<file path="src/rtl/lock_scheduler.sv">
// lock_scheduler: sequencer for the canal lock chamber. Latches gondola requests
// from the outer (high) and inner (low) sides, arbitrates them round-robin and
// steps the chamber through adjust / open / admit / close / transfer / open /
// release / close while enforcing the gate and level interlocks.
//
// Ports:
//   clk, rst            rising-edge clock; asynchronous active-low reset
//   req_outer/inner     passage requests (single-cycle pulse is enough, latched)
//   lock_level          current chamber water level
//   gondola_entered     pulse: granted gondola fully inside (OPEN_E only)
//   gondola_exited      pulse: gondola left the chamber (OPEN_X only)
//   raise, lower        registered water commands
//   outer/inner_gate_open  registered gate commands (level, 1 = open)
//   grant_outer/inner   registered entry invitation, only with that gate open
//   busy                high whenever the sequencer is not idle
//   timeout_err         one-cycle pulse when an entry slot is abandoned
//
// All outputs are registered from the next state, so the interlocks hold by
// construction: gates open only in OPEN_E/OPEN_X, water moves only in
// PREP/TRANSFER, and every path out of an open state passes a settle state.
// rst is asserted asynchronously; its release is expected to be synchronised
// to clk upstream.
module lock_scheduler #(
  parameter int WATER_W       = 8,
  parameter int OUTER_LEVEL   = 73,
  parameter int INNER_LEVEL   = 49,
  parameter int LEVEL_TOL     = 3,
  parameter int GATE_CYCLES   = 4,
  parameter int ENTER_TIMEOUT = 16
) (
  input  logic               clk,
  input  logic               rst,
  input  logic               req_outer,
  input  logic               req_inner,
  input  logic [WATER_W-1:0] lock_level,
  input  logic               gondola_entered,
  input  logic               gondola_exited,
  output logic               raise,
  output logic               lower,
  output logic               outer_gate_open,
  output logic               inner_gate_open,
  output logic               grant_outer,
  output logic               grant_inner,
  output logic               busy,
  output logic               timeout_err
);

  localparam int TMR_W = $clog2((ENTER_TIMEOUT > GATE_CYCLES) ? ENTER_TIMEOUT : GATE_CYCLES) + 1;
  localparam logic [TMR_W-1:0] ENTER_LAST = TMR_W'(ENTER_TIMEOUT - 1);
  localparam logic [TMR_W-1:0] GATE_LAST  = TMR_W'(GATE_CYCLES - 1);

  // One extra bit so level differences never wrap.
  localparam logic signed [WATER_W:0] OUTER_S = (WATER_W+1)'(OUTER_LEVEL);
  localparam logic signed [WATER_W:0] INNER_S = (WATER_W+1)'(INNER_LEVEL);
  localparam logic signed [WATER_W:0] TOL_S   = (WATER_W+1)'(LEVEL_TOL);

  typedef enum logic [2:0] {
    S_IDLE,
    S_PREP,
    S_OPEN_E,
    S_CLOSE_E,
    S_TRANSFER,
    S_OPEN_X,
    S_CLOSE_X,
    S_CLOSE_ABORT
  } state_t;

  state_t             r_state;
  logic [TMR_W-1:0]   r_timer;
  logic               r_pend_outer;
  logic               r_pend_inner;
  logic               r_last_outer;   // side served last; reset = inner
  logic               r_entry_outer;  // entry side of the current passage
  logic               r_raise;
  logic               r_lower;
  logic               r_outer_gate;
  logic               r_inner_gate;
  logic               r_grant_outer;
  logic               r_grant_inner;
  logic               r_busy;
  logic               r_timeout;

  state_t             w_next;
  logic [TMR_W-1:0]   w_timer_nxt;
  logic               w_pend_outer_nxt;
  logic               w_pend_inner_nxt;
  logic               w_last_outer_nxt;
  logic               w_entry_outer_nxt;
  logic               w_timeout_d;
  logic               w_adjust;
  logic               w_tgt_outer;
  logic signed [WATER_W:0] w_target;
  logic signed [WATER_W:0] w_diff;
  logic               w_below;
  logic               w_above;
  logic               w_matched;

  // PREP aims at the entry side's level, TRANSFER at the exit side's.
  assign w_adjust    = (r_state == S_PREP) || (r_state == S_TRANSFER);
  assign w_tgt_outer = (r_state == S_PREP) ? r_entry_outer : !r_entry_outer;
  assign w_target    = w_tgt_outer ? OUTER_S : INNER_S;
  assign w_diff      = $signed({1'b0, lock_level}) - w_target;
  assign w_below     = w_diff < -TOL_S;
  assign w_above     = w_diff > TOL_S;
  assign w_matched   = !w_below && !w_above;

  always_comb begin
    w_next            = r_state;
    w_pend_outer_nxt  = r_pend_outer | req_outer;
    w_pend_inner_nxt  = r_pend_inner | req_inner;
    w_last_outer_nxt  = r_last_outer;
    w_entry_outer_nxt = r_entry_outer;
    w_timeout_d       = 1'b0;
    case (r_state)
      S_IDLE: begin
        if (r_pend_outer || r_pend_inner) begin
          // Tie goes to the side not served last.
          w_entry_outer_nxt = r_pend_outer && !(r_pend_inner && r_last_outer);
          w_next            = S_PREP;
        end
      end
      S_PREP: begin
        if (w_matched) w_next = S_OPEN_E;
      end
      S_OPEN_E: begin
        // Entry beats a coinciding timeout; a same-cycle request re-latches.
        if (gondola_entered || (r_timer == ENTER_LAST)) begin
          if (r_entry_outer) w_pend_outer_nxt = req_outer;
          else               w_pend_inner_nxt = req_inner;
          w_last_outer_nxt = r_entry_outer;
          w_timeout_d      = !gondola_entered;
          w_next           = gondola_entered ? S_CLOSE_E : S_CLOSE_ABORT;
        end
      end
      S_CLOSE_E: begin
        if (r_timer == GATE_LAST) w_next = S_TRANSFER;
      end
      S_TRANSFER: begin
        if (w_matched) w_next = S_OPEN_X;
      end
      S_OPEN_X: begin
        if (gondola_exited) w_next = S_CLOSE_X;
      end
      S_CLOSE_X, S_CLOSE_ABORT: begin
        if (r_timer == GATE_LAST) w_next = S_IDLE;
      end
      default: w_next = S_IDLE;
    endcase
    w_timer_nxt = (w_next == r_state) ? r_timer + 1'b1 : '0;
  end

  always_ff @(posedge clk or negedge rst) begin
    if (!rst) begin
      r_state       <= S_IDLE;
      r_timer       <= '0;
      r_pend_outer  <= 1'b0;
      r_pend_inner  <= 1'b0;
      r_last_outer  <= 1'b0;
      r_entry_outer <= 1'b0;
      r_raise       <= 1'b0;
      r_lower       <= 1'b0;
      r_outer_gate  <= 1'b0;
      r_inner_gate  <= 1'b0;
      r_grant_outer <= 1'b0;
      r_grant_inner <= 1'b0;
      r_busy        <= 1'b0;
      r_timeout     <= 1'b0;
    end else begin
      r_state       <= w_next;
      r_timer       <= w_timer_nxt;
      r_pend_outer  <= w_pend_outer_nxt;
      r_pend_inner  <= w_pend_inner_nxt;
      r_last_outer  <= w_last_outer_nxt;
      r_entry_outer <= w_entry_outer_nxt;
      // Water only moves while staying in an adjust state; a match leaves it.
      r_raise       <= w_adjust && w_below;
      r_lower       <= w_adjust && w_above;
      r_outer_gate  <= ((w_next == S_OPEN_E) &&  w_entry_outer_nxt) ||
                       ((w_next == S_OPEN_X) && !w_entry_outer_nxt);
      r_inner_gate  <= ((w_next == S_OPEN_E) && !w_entry_outer_nxt) ||
                       ((w_next == S_OPEN_X) &&  w_entry_outer_nxt);
      r_grant_outer <= (w_next == S_OPEN_E) &&  w_entry_outer_nxt;
      r_grant_inner <= (w_next == S_OPEN_E) && !w_entry_outer_nxt;
      r_busy        <= (w_next != S_IDLE);
      r_timeout     <= w_timeout_d;
    end
  end

  assign raise           = r_raise;
  assign lower           = r_lower;
  assign outer_gate_open = r_outer_gate;
  assign inner_gate_open = r_inner_gate;
  assign grant_outer     = r_grant_outer;
  assign grant_inner     = r_grant_inner;
  assign busy            = r_busy;
  assign timeout_err     = r_timeout;

endmodule

</file>
<file path="config.mk">
export PLATFORM = sky130hd
export DESIGN_NAME = lock_scheduler
export DESIGN_NICKNAME = d
export VERILOG_FILES = /design/src/rtl/lock_scheduler.sv
export SDC_FILE = /design/constraint.sdc
export NUM_CORES = 1
export LEC_CHECK = 0
export ABC_AREA = 1
export CAP_MARGIN = 20
export CELL_PAD_IN_SITES_DETAIL_PLACEMENT = 0
export CELL_PAD_IN_SITES_GLOBAL_PLACEMENT = 2
export CORE_UTILIZATION = 33
export CTS_CLUSTER_DIAMETER = 60
export CTS_CLUSTER_SIZE = 30
export DETAILED_ROUTE_END_ITERATION = 12
export PLACE_DENSITY_LB_ADDON = 0.12
export SLEW_MARGIN = 30
export SYNTH_ARGS = -nofsm -noshare
export SYNTH_HDL_FRONTEND = slang
export SYNTH_SLANG_ARGS = --single-unit
export TNS_END_PERCENT = 5
</file>
<file path="constraint.sdc">
create_clock -name clk -period 3.75 [get_ports clk]
set_input_delay 0.75 -clock clk [delete_from_list [all_inputs] [get_ports clk]]
set_output_delay 0.75 -clock clk [all_outputs]
set_load 0.03 [all_outputs]
</file>
# After elaboration in Yosys (flattened, before gate mapping)
# Cells that the tools add are included.
dict set report classes {
  add_sub_neg 2
  order_cmp 2
  bitwise 2
  mux 22
  n_reduce_logical 24
  eq_ne 12
}
# op count
set ops {}
lappend ops {{$mux 3} 8}
lappend ops {{$pmux 3 s7} 1}
lappend ops {{$eq 3x3->1 const B} 5}
lappend ops {{$mux 1} 11}
lappend ops {{$eq 3x2->1 const B} 3}
lappend ops {{$gt 9x3->1 const B} 1}
lappend ops {{$logic_and 1x1->1} 9}
lappend ops {{$lt 9x3->1 const B} 1}
lappend ops {{$sub 8x7->9} 1}
lappend ops {{$mux 7} 1}
lappend ops {{$logic_not 1->1} 6}
lappend ops {{$add 5x1->5 const B} 1}
lappend ops {{$eq 5x2->1 const B} 1}
lappend ops {{$eq 5x4->1 const B} 1}
lappend ops {{$logic_or 1x1->1} 5}
lappend ops {{$mux 5} 1}
lappend ops {{$eq 3x1->1 const B} 1}
lappend ops {{$eq 3x3->1} 1}
lappend ops {{$logic_not 3->1} 1}
lappend ops {{$reduce_bool 3->1} 1}
lappend ops {{$or 1x1->1} 2}
lappend ops {{$reduce_and 2->1} 1}
lappend ops {{$reduce_or 2->1} 1}
dict set report word_totals {
  inputBits 14
  out_inout_bits 8
  reg_bits 20
}

# Longest topological paths before layout
dict set report logic_depth {
  depth_word 12
  ltp_mapped 23
  ltp_nobuf 23
}

# Worst setup path before layout
# Ideal clock, no wire load.
dict set report synth_timing {
  path_type {flip-flop to flip-flop}
  start {register r_state[1]}
  end {register r_timer[2]}
  path_slack_ns 1.273
  t_arrival_ns 2.357
  path_stages_with_launch 23
  t_required_ns 3.629
  cell_sequence {dfrtp_1 > inv_4 > nand2_4 > nor2_4 > nand2_4 > nand2_4 > inv_1 > ha_1 > inv_1 > nor2_1 > nand3_1 > nand2_1 > nand2_1 > nand2_1 > nand2_1 > nor2_1 > nand2_1 > nand2_2 > nand3_1 > nand3_2 > nand3_2 > nand2_4 > nor2_2}
}
dict set report synth_via {
  elab_chain_len 11
}
# element line_no
set synth_rtl {}
lappend synth_rtl {{start: declaration} 68} ;# state_t r_state;
lappend synth_rtl {{start signal: assignment} 169} ;# r_state <= w_next;
lappend synth_rtl {{$eq 3x1->1} {100, 114}}
lappend synth_rtl {{$mux 1} 100} ;# assign w_tgt_outer = (r_state == S_PREP) ? r_entry_outer : !r_entry_outer;
lappend synth_rtl {{$mux 7} 101} ;# assign w_target = w_tgt_outer ? OUTER_S : INNER_S;
lappend synth_rtl {{$sub 8x7->9} 102} ;# assign w_diff = $signed({1'b0, lock_level}) - w_target;
lappend synth_rtl {{$lt 9x3->1 / $gt 9x3->1 (equally long branches)} {103, 104}}
lappend synth_rtl {{$logic_not 1->1} 105} ;# assign w_matched = !w_below && !w_above;
lappend synth_rtl {{$logic_and 1x1->1} 105}
lappend synth_rtl {{$mux 3, on equally long branches} {139, 123}}
lappend synth_rtl {{$pmux 3 s7} 114} ;# case (r_state)
lappend synth_rtl {{$eq 3x3->1 *} 149} ;# w_timer_nxt = (w_next == r_state) ? r_timer + 1'b1 : '0;
lappend synth_rtl {{$mux 5 *} 149}
lappend synth_rtl {{via w_timer_nxt[2]} 84} ;# logic [TMR_W-1:0] w_timer_nxt;
lappend synth_rtl {{end signal: assignment} 170} ;# r_timer <= w_timer_nxt;
lappend synth_rtl {{end: declaration} 69} ;# logic [TMR_W-1:0] r_timer;
# The timed path passes the listed nets; every way through them passes the cells marked *.
# A chain may end at the register's enable or synchronous reset.

# Final worst setup path
dict set report layout_timing {
  start {register r_state[0]}
  end {register r_timer[3]}
}
# The elaborated chain is that of the path after synthesis.

==> qor.csv <==
stage,metric,value,unit
global_routing,grt_max_degree,21,
setup_path,startpoint_type,flop,
routing,vias,1305,
timing,finalMaxSlewViolations,0,
placement,portBuffers,21,
die,fp.dieH,69.79,um
yosys,synth-seq-cells,20,
power_and_ir_drop,fin_total_pwr,1.492,mW
setup_path,crit_buf_inv,2,
yosys,synth_largest_area_cell,dfrtp_1,
setup_path,worstSetupPathType,reg -> reg,
timing,relSlewSlack,54.23,%
power_and_ir_drop,ir_worst_vdd,0.3047,mV
setup_path,crit_path_frequent_cell,nand2_1,
power_and_ir_drop,leakage,0.9342,nW
setup_path,slowest_stage,dfrtp_1,
setup_path,crit_start,r_state[0],
setup_path,r2r_start,r_state[0],
timing,max_freq,349.2,MHz
routing,drt-initial-drc-count,21,
routing,vias_per_cell,4.677,
die,num_io_pins,22,
final_layout,drive_above_1_share,19.38,%
timing,tightest_slew,669.3,ps
timing,min_period,2864,ps
final_layout,syn2layout_area_growth,22.03,%
setup_path,cp_max_fo,8,
die,die_width,69.79,um
final_layout,final_nets,250,
yosys,synth_edf_count,0,
cts,cts_tree,built,
die,die_area,0.004871,mm^2
routing,wire_per_inst,11.23,um
global_routing,antenna_found_initial,0,
yosys,syn_nets,225,
yosys,yosysWarnings,0,
die,rows,24,
hold_path,hold_path_class,in -> async,
placement,dpl_cell_area,0.001784,mm^2
cts,cts_resized,0,
cts,path_clk_slew,80,ps
cts,insertion_delay,260,ps
timing,rsz0062_at_grt,false,
routing,first_pass_iters,4,
global_routing,grt_use_total,14.85,%
final_layout,layout.cells.non_filler,279,
timing,hold_slack,429.2,ps
timing,fin_worst_skew,3.685,ps
global_routing,grt_pass1_wl,5.899,mm
cts,postCtsHoldBufs,0,
setup_path,crit_path_end_kind,flop,
setup_path,r2r_setup_slack,890,ps
cts,ctsRootBufferMaster,clkbuf_8,
die,initial_core_util,34.59,%
cts,post_cts_buffers,0,
setup_path,cp_slowest_stage_delay,570,ps
yosys,seq_area_frac_synth,33.00,%
final_layout,final_util,42.21,%
cts,clkSinkCount,20,
global_routing,grt_overflow,0,
routing,wirelength,3.134,mm
power_and_ir_drop,powerDensity,806.2,mW/mm^2
cts,numCtsBuffers,3,
outcome,status,"finished, final reports clean",
timing,fin_ws,886.0,ps
placement,gp_congestion,0.7607,
timing,finalSetupTns,0,ps
yosys,synth_cells,203,
setup_path,crit_chain,"nand2_4, nor2_4, nand2_4, nand2_4, inv_1, ha_1, inv_1, nor2_1, nand3_1, nand2_1, nand2_1, nand2_1, nand2_1, nor2_1, nand2_1, nand2_2, nand3_1, nand3_2, nand3_2, nand2_4, nor2_2",
setup_path,required,3900,ps
final_layout,finalInstanceArea,0.001851,mm^2
run,cap_violations,0,
placement,dp_cells,275,
timing,fin_crit_sh,76.37,%
routing,drc,0,
timing,setup_viol,0,
final_layout,diodes,0,
setup_path,arrival,3010,ps
setup_path,critical_path.top_delay_family,simple AND/OR/NAND/NOR gates,
yosys,synth-async-reset-ratio,100.0,%
yosys,synth_area_per_cell,7.470,um^2
placement,pre_cts_ws,732.9,ps
yosys,syn-cell-area,0.001516,mm^2
cts,max-clock-path-buffers,2,
die,core_area,0.004384,mm^2
global_routing,grt_pass1_vias,1376,
yosys,ys_types,29,
yosys,synth_top_area_share,33.00,%
yosys,synth_top_cells_by_area,"dfrtp_1, nand2_1, inv_1",
placement,dpl.hpwl,2.596,mm
cts,ctsHtreeMaxLevel,1,
timing,final_hold_viol_count,0,
routing,ant_nets,0,
yosys,synth_ff_type,dfrtp_1,
## placed cells by master, fill, tap and decap left out, drive strengths merged
cell            n
a21oi           5
a2111oi         1
xnor2           2
dfrtp          20
nand2          55
o31ai           1
inv            39
xor2            2
nor3            4
nand4           3
nor4            2
and3            1
bufinv          1
buf             1
ha              8
o31a            1
clkdlybuf4s50  20
nand3b          1
nor2           28
nand3          26
clkbuf          3
o21ai           2
o21bai          1
## state kept, by name, indices dropped and copies added, names as in the netlist
register / cells
inner_gate_open: 1
r_entry_outer: 1
r_timer: 5
timeout_err: 1
r_pend_outer: 1
busy: 1
r_pend_inner: 1
grant_inner: 1
r_last_outer: 1
r_state: 3
grant_outer: 1
raise: 1
outer_gate_open: 1
lower: 1
## power by group
group	internal, mW	switching, mW	leakage (nW)
Sequential	0.278	0.0684	0.250
Combinational	0.325	0.607	0.648
Clock	0.142	0.0705	0.0357
## cells by family after synthesis
| group | count (synthesis) | synth area share [%] |
|---|---|---|
| XOR/XNOR | 4 | 2.311 |
| AO/OA/AOI/OAI | 11 | 4.951 |
| AND/OR/NAND/NOR | 120 | 42.66 |
| buffers and inverters | 40 | 10.48 |
| flip-flops | 20 | 33.00 |
| adder cells (fa/ha/maj) | 8 | 6.601 |
## synth_stat cells (2+ instances only)
master,instances
nand2_4,6
nand3_2,6
nor4_1,2
inv_1,34
ha_1,8
dfrtp_1,20
inv_4,2
nand2_1,38
nor2_1,20
nand4_1,3
a21oi_2,2
xor2_1,2
nand2_2,11
inv_2,3
a21oi_1,3
nand3_1,19
o21ai_0,2
nor3_1,4
xnor2_1,2
nor2_2,7
## path summary, 6_finish.rpt
check	to	cells past startpoint
worst max-delay path	r_timer[3]	21
worst min-delay path	r_state[1]	1
worst max register to register	r_timer[3]	21
worst min register to register	r_timer[0]	1
max in group asynchronous	r_timer[2]	1
min in group clk	r_timer[0]	1
## routing by layer
metal / up-vias / track usage, % / wire length [um]
met5: - / 0 / 0
met4: 0 / 7.111 / 99
met3: 7 / 1.890 / 57
met2: 20 / 26.82 / 1572
met1: 589 / 17.15 / 1405
li1: 689 / - / -
## final cells by class
cell class	count	area (um^2)
Clock buffer	3	41.29
Clock inverter	1	30.03
Fill cell	446	2534
Inverter	39	151.4
Multi-Input combinational cell	143	857.1
Sequential cell	20	500.5
Tap cell	52	65.06
Timing Repair Buffer	21	205.2
(Power assumes the default switching activity.)
==> patch 1 (same settings) <==
Make the reset (`rst`) synchronous in one clocked block. Comments in the files are not updated.
--- a/src/rtl/lock_scheduler.sv
+++ b/src/rtl/lock_scheduler.sv
@@ -149,7 +149,7 @@
     w_timer_nxt = (w_next == r_state) ? r_timer + 1'b1 : '0;
   end
 
-  always_ff @(posedge clk or negedge rst) begin
+  always_ff @(posedge clk) begin
     if (!rst) begin
       r_state       <= S_IDLE;
       r_timer       <= '0;
Function: differs if rst is asserted again (counterexample within 4 cycles, from zero or initial values and one cycle with rst low); with rst held inactive, the same outputs for 10 cycles.
==> patch 1 against the unedited design <==
  * Setup slack got worse by 9.6 ps
  * Power shrank 18%
  * Sequential share of layout area decreased by 4.9 points
  * Wire length fell by 4.5%
  * Via count shrank 0.92%
  * Count of clock-buffer cells in the layout unchanged
  * Hold slack improved by 29 ps
  * Synthesized area down 1.4%
  * Global-route usage fell by 0.88 points
  * Design area shrank 2.5%
  * Critical path depth decreased by 1
  * Sequential cell count stayed put
  * Sequential power is 16% lower
  * Critical endpoint is now inner_gate_open
==> patch 1: results (changes against the unedited design) <==
Status = finished clean
Post-place setup slack = 735 ps (+2.22 ps)
XOR/XNOR Fraction of Synth Area = 1.76% (-0.55 points)
Area contributors post-synth = dfxtp_1 27%, nand2_1 10%, inv_1 8.3%, nand2_4 7.5%, ha_1 6.7%
Synthesized area per cell = 7.19 um2 (-3.8%)
Net Count, Synth = 230 (+2.2%)
Reg-to-reg critical path startpoint = r_state[0]
Met1 GRT Util = 20.2% (+3.1 points)
Worst Path Arrival = 3070 ps (+60 ps)
Area growth, synth to finish = 20.7%
Vias = 1,293 (-0.92%)
Slowest cell on crit path = dfxtp_1
Commonest cells post-synth = 40 x nand2_1, 33 x inv_1, 20 x dfxtp_1, 20 x nand3_1, 13 x nor2_1
Post-layout nets = 255 (+2.0%)
Inverters = 36 (-7.7%)
Hold WC Path Type = register to register
Cell Area, Synth = 1500 um2 (-1.4%)
Multi-input combinational gate total = 151 (+5.6%)
Global-route wire length before repair = 5440 um (-7.7%)
LEAKAGE = 0.000851 uW (-8.9%)
Max_slew headroom = 62.0% (+7.8 points)
Placed cell area = 1760 um2 (-1.2%)
Sequential-to-total area share from yosys stat = 26.8% (-6.2 points)
HPWL after DPL = 2470 um (-4.8%)
Met3 global-route usage = 3.05% (+1.2 points)
Reg2reg path depth = 20 (-4.8%)
Clk tree area frac = 2.29% (-1.6 points)
Non-clock buffer share = 11.7% (+0.56 points)
Top_reg_cell synth = dfxtp_1
Max IR drop VDD = 0.285 mV (-6.5%)
Post-Synth Adder-Cell Area = 6.69% (+0.094 points)
Pin count of the biggest net entering global routing = 11 (-48%)
Routed wl met2 = 1190 um (-24%)
DRT iter0 DRCs = 43 (+100%)
WL/cell = 10.6 um (-5.9%)
Post-synth cell types = 30 (+3.4%)
Met1 Wirelength = 1640 um (+16%)
Slowest Stage Delay on Critical Path = 550 ps (-20 ps)
## patch 1: cell types whose count changed in the layout (fill, tap and decap cells not counted), moves of 2 or more
cell,delta
nand3_2,+2
nor2_2,+2
nand4_1,-2
dfxtp_1,+20
nor2_1,-7
nand2_1,+2
dfrtp_1,-20
a21oi_1,+4
nand2_4,+4
o21ai_0,+4
## patch 1: metrics by stage
| step | hold WS, ps | total power (uW) |
|---|---|---|
| floorplan | 427 | 940 |
| global route | 484 | 1350 |
| finish | 458 | 1220 |
| detailed placement | 451 | 1090 |
| global placement | 437 | 1090 |
| CTS | 467 | 1240 |
## patch 1: power breakdown
part	switching, uW	total (uW)	internal (uW)
Sequential	38.8	292	253
Clock	62.6	134	71.3
Combinational	509	795	286
## patch 1: kinds of logic (layout without fill, tap and decap cells)
family | count (synthesis) | in the layout
AND/OR/NAND/NOR | 120 | 120
buffers and inverters | 37 | 60
AO/OA/AOI/OAI | 20 | 20
flip-flops | 20 | 20
adder cells (fa/ha/maj) | 8 | 8
XOR/XNOR | 3 | 3
==> patch 2 (same settings) <==
Without the edit above. Set the parameter `WATER_W` to 6 (it was 8).
--- a/src/rtl/lock_scheduler.sv
+++ b/src/rtl/lock_scheduler.sv
@@ -21,7 +21,7 @@
 // rst is asserted asynchronously; its release is expected to be synchronised
 // to clk upstream.
 module lock_scheduler #(
-  parameter int WATER_W       = 8,
+  parameter int WATER_W       = 6,
   parameter int OUTER_LEVEL   = 73,
   parameter int INNER_LEVEL   = 49,
   parameter int LEVEL_TOL     = 3,
Interface: changed (resized lock_level); port bits go from 22 to 20. No check against the original RTL was run, so the function may have changed too.
==> patch 2 against the unedited design <==
  * Sequential power is 5.8% lower
  * Register-to-register slack improved by 210 ps
  * Sequential cell count is the same
  * Setup slack better by 150 ps
  * Synthesized area fell by 8.2%
  * Design area shrank 9.5%
  * Non-clock buffer count shrank 2
  * Wire length decreased by 9.6%
  * Power decreased by 19%
  * Largest power group unchanged
==> patch 2: results (changes against the unedited design) <==
Pin count of the biggest net entering global routing = 21 (unchanged)
LEAKAGE = 0.000830 uW (-11%)
WL/cell = 11.5 um (+2.6%)
Initial antenna violation count = 0 (unchanged)
DRT iter0 DRCs = 28 (+33%)
Setup Skew = 2.43 ps (-1.25 ps)
Num CTS Buffers = 3 (unchanged)
Area contributors post-synth = dfrtp_1 36%, inv_1 8.1%, nand2_1 8.1%, nand3_2 6.5%, ha_1 5.4%
Status = finished clean
Post-synth cell types = 29 (unchanged)
Vias in the first global route = 1,185 (-14%)
Gp weighted congestion = 0.760 (about the same)
Vias = 1,137 (-13%)
Drt pass-1 iters = 4 (unchanged)
Placed cell area = 1640 um2 (-8.2%)
Net Count, Synth = 193 (-14%)
CP max FO = 5 (-3)
Worst-path clk slew = 70 ps
Sequential-to-total area share from yosys stat = 35.9% (+2.9 points)
Global-route wire length before repair = 4970 um (-16%)
IO buf count = 19 (-9.5%)
Filler cells = 430 (-3.6%)
Placed Cells = 243 (-12%)
H-tree Lvls = 1 (unchanged)
Clock Latency Late Sink = 250 ps
Post-layout nets = 216 (-14%)
HPWL after DPL = 2260 um (-13%)
Avg Vias per Cell = 4.62 (-1.2%)
Commonest cells post-synth = 30 x inv_1, 30 x nand2_1, 20 x dfrtp_1
Max IR drop VDD = 0.306 mV (+0.46%)
Share of cells above drive strength 1 = 21.9% (+2.6 points)
Post-Syn Instances = 175 (-14%)
Post-place setup slack = 798 ps (+65.4 ps)
Top_reg_cell synth = dfrtp_1
Max_slew headroom = 68.6% (+14 points)
Post-CTS setup buffers = 0 (unchanged)
Worst Path Arrival = 2860 ps (-150 ps)
Tot GR Track Use = 14.7% (-0.15 points)
==> patch 2: cell types whose count changed after synthesis, moves of 3 or more <==
cell,before,now
inv_1,34,30
nand2_1,38,30
nand3_1,19,9
nand3_2,6,9
nor2_1,20,17
==> patch 2: report_power, final <==
| part | leakage (uW) | switching, uW | total (uW) | internal [uW] |
|---|---|---|---|---|
| clock | 0.0000216 | 66.3 | 138 | 71.4 |
| sequential | 0.000249 | 53.8 | 327 | 273 |
| combinational | 0.000560 | 480 | 741 | 261 |
==> patch 2: cell families (layout without fill, tap and decap cells) <==
group	count (synthesis)	after routing	share of synthesized area (%)
xor+xnor	4	4	2.52
buf+inv	35	56	10.1
fa+ha+maj	6	6	5.39
compound gates	11	11	5.66
flops	20	20	35.9
simple gates	99	99	40.4
==> patch 2: worst paths after layout <==
check                              start           end  slack (ps)  cells past startpoint
min in group clk              r_timer[0]    r_timer[0]         470                      1
setup / recovery           lock_level[0]    r_timer[2]        1030                     14
setup reg to reg              r_state[1]    r_timer[2]        1100                     18
max in group asynchronous            rst    r_state[1]        2980                      1
hold / removal                       rst  r_last_outer         440                      1
hold reg to reg               r_timer[0]    r_timer[0]         470                      1
==> patch 2: worst max-delay path, stage by stage <==
cell and delay (ps):
clkdlybuf4s50_1 500, inv_1 90, ha_1 220, xor2_1 170, a21boi_0 250, nand3_1 120, nor2_2 120, nand2_2 70
nand2_4 70, nand3_1 90, nand3_2 140, nand3_2 100, nand2_4 120, nor2_2 40
==> patch 2: metal layers <==
layer | track usage, % | share of wire [%]
met4 | 5.59 | 1.5
met1 | 17.3 | 43
met2 | 26.9 | 53
met5 | 0 | 0
met3 | 1.54 | 2.3
==> patch 2: layout make-up <==
| class | count | area, um2 | share of cell area, % |
|---|---|---|---|
| inverter | 34 | 133 | 7.92 |
| multi-input combinational | 120 | 752 | 44.9 |
| timing repair buffer | 19 | 185 | 11.1 |
| tap | 50 | 62.6 | 3.74 |
| sequential | 20 | 500 | 29.9 |
| clock buffer | 3 | 41.3 | 2.47 |
==> patch 2: metrics by stage <==
step | power (uW) | hold slack (ps)
floorplan | 918 | 440
global placement | 1070 | 458
detailed placement | 1080 | 459
CTS | 1230 | 468
global route | 1320 | 467
finish | 1210 | 443
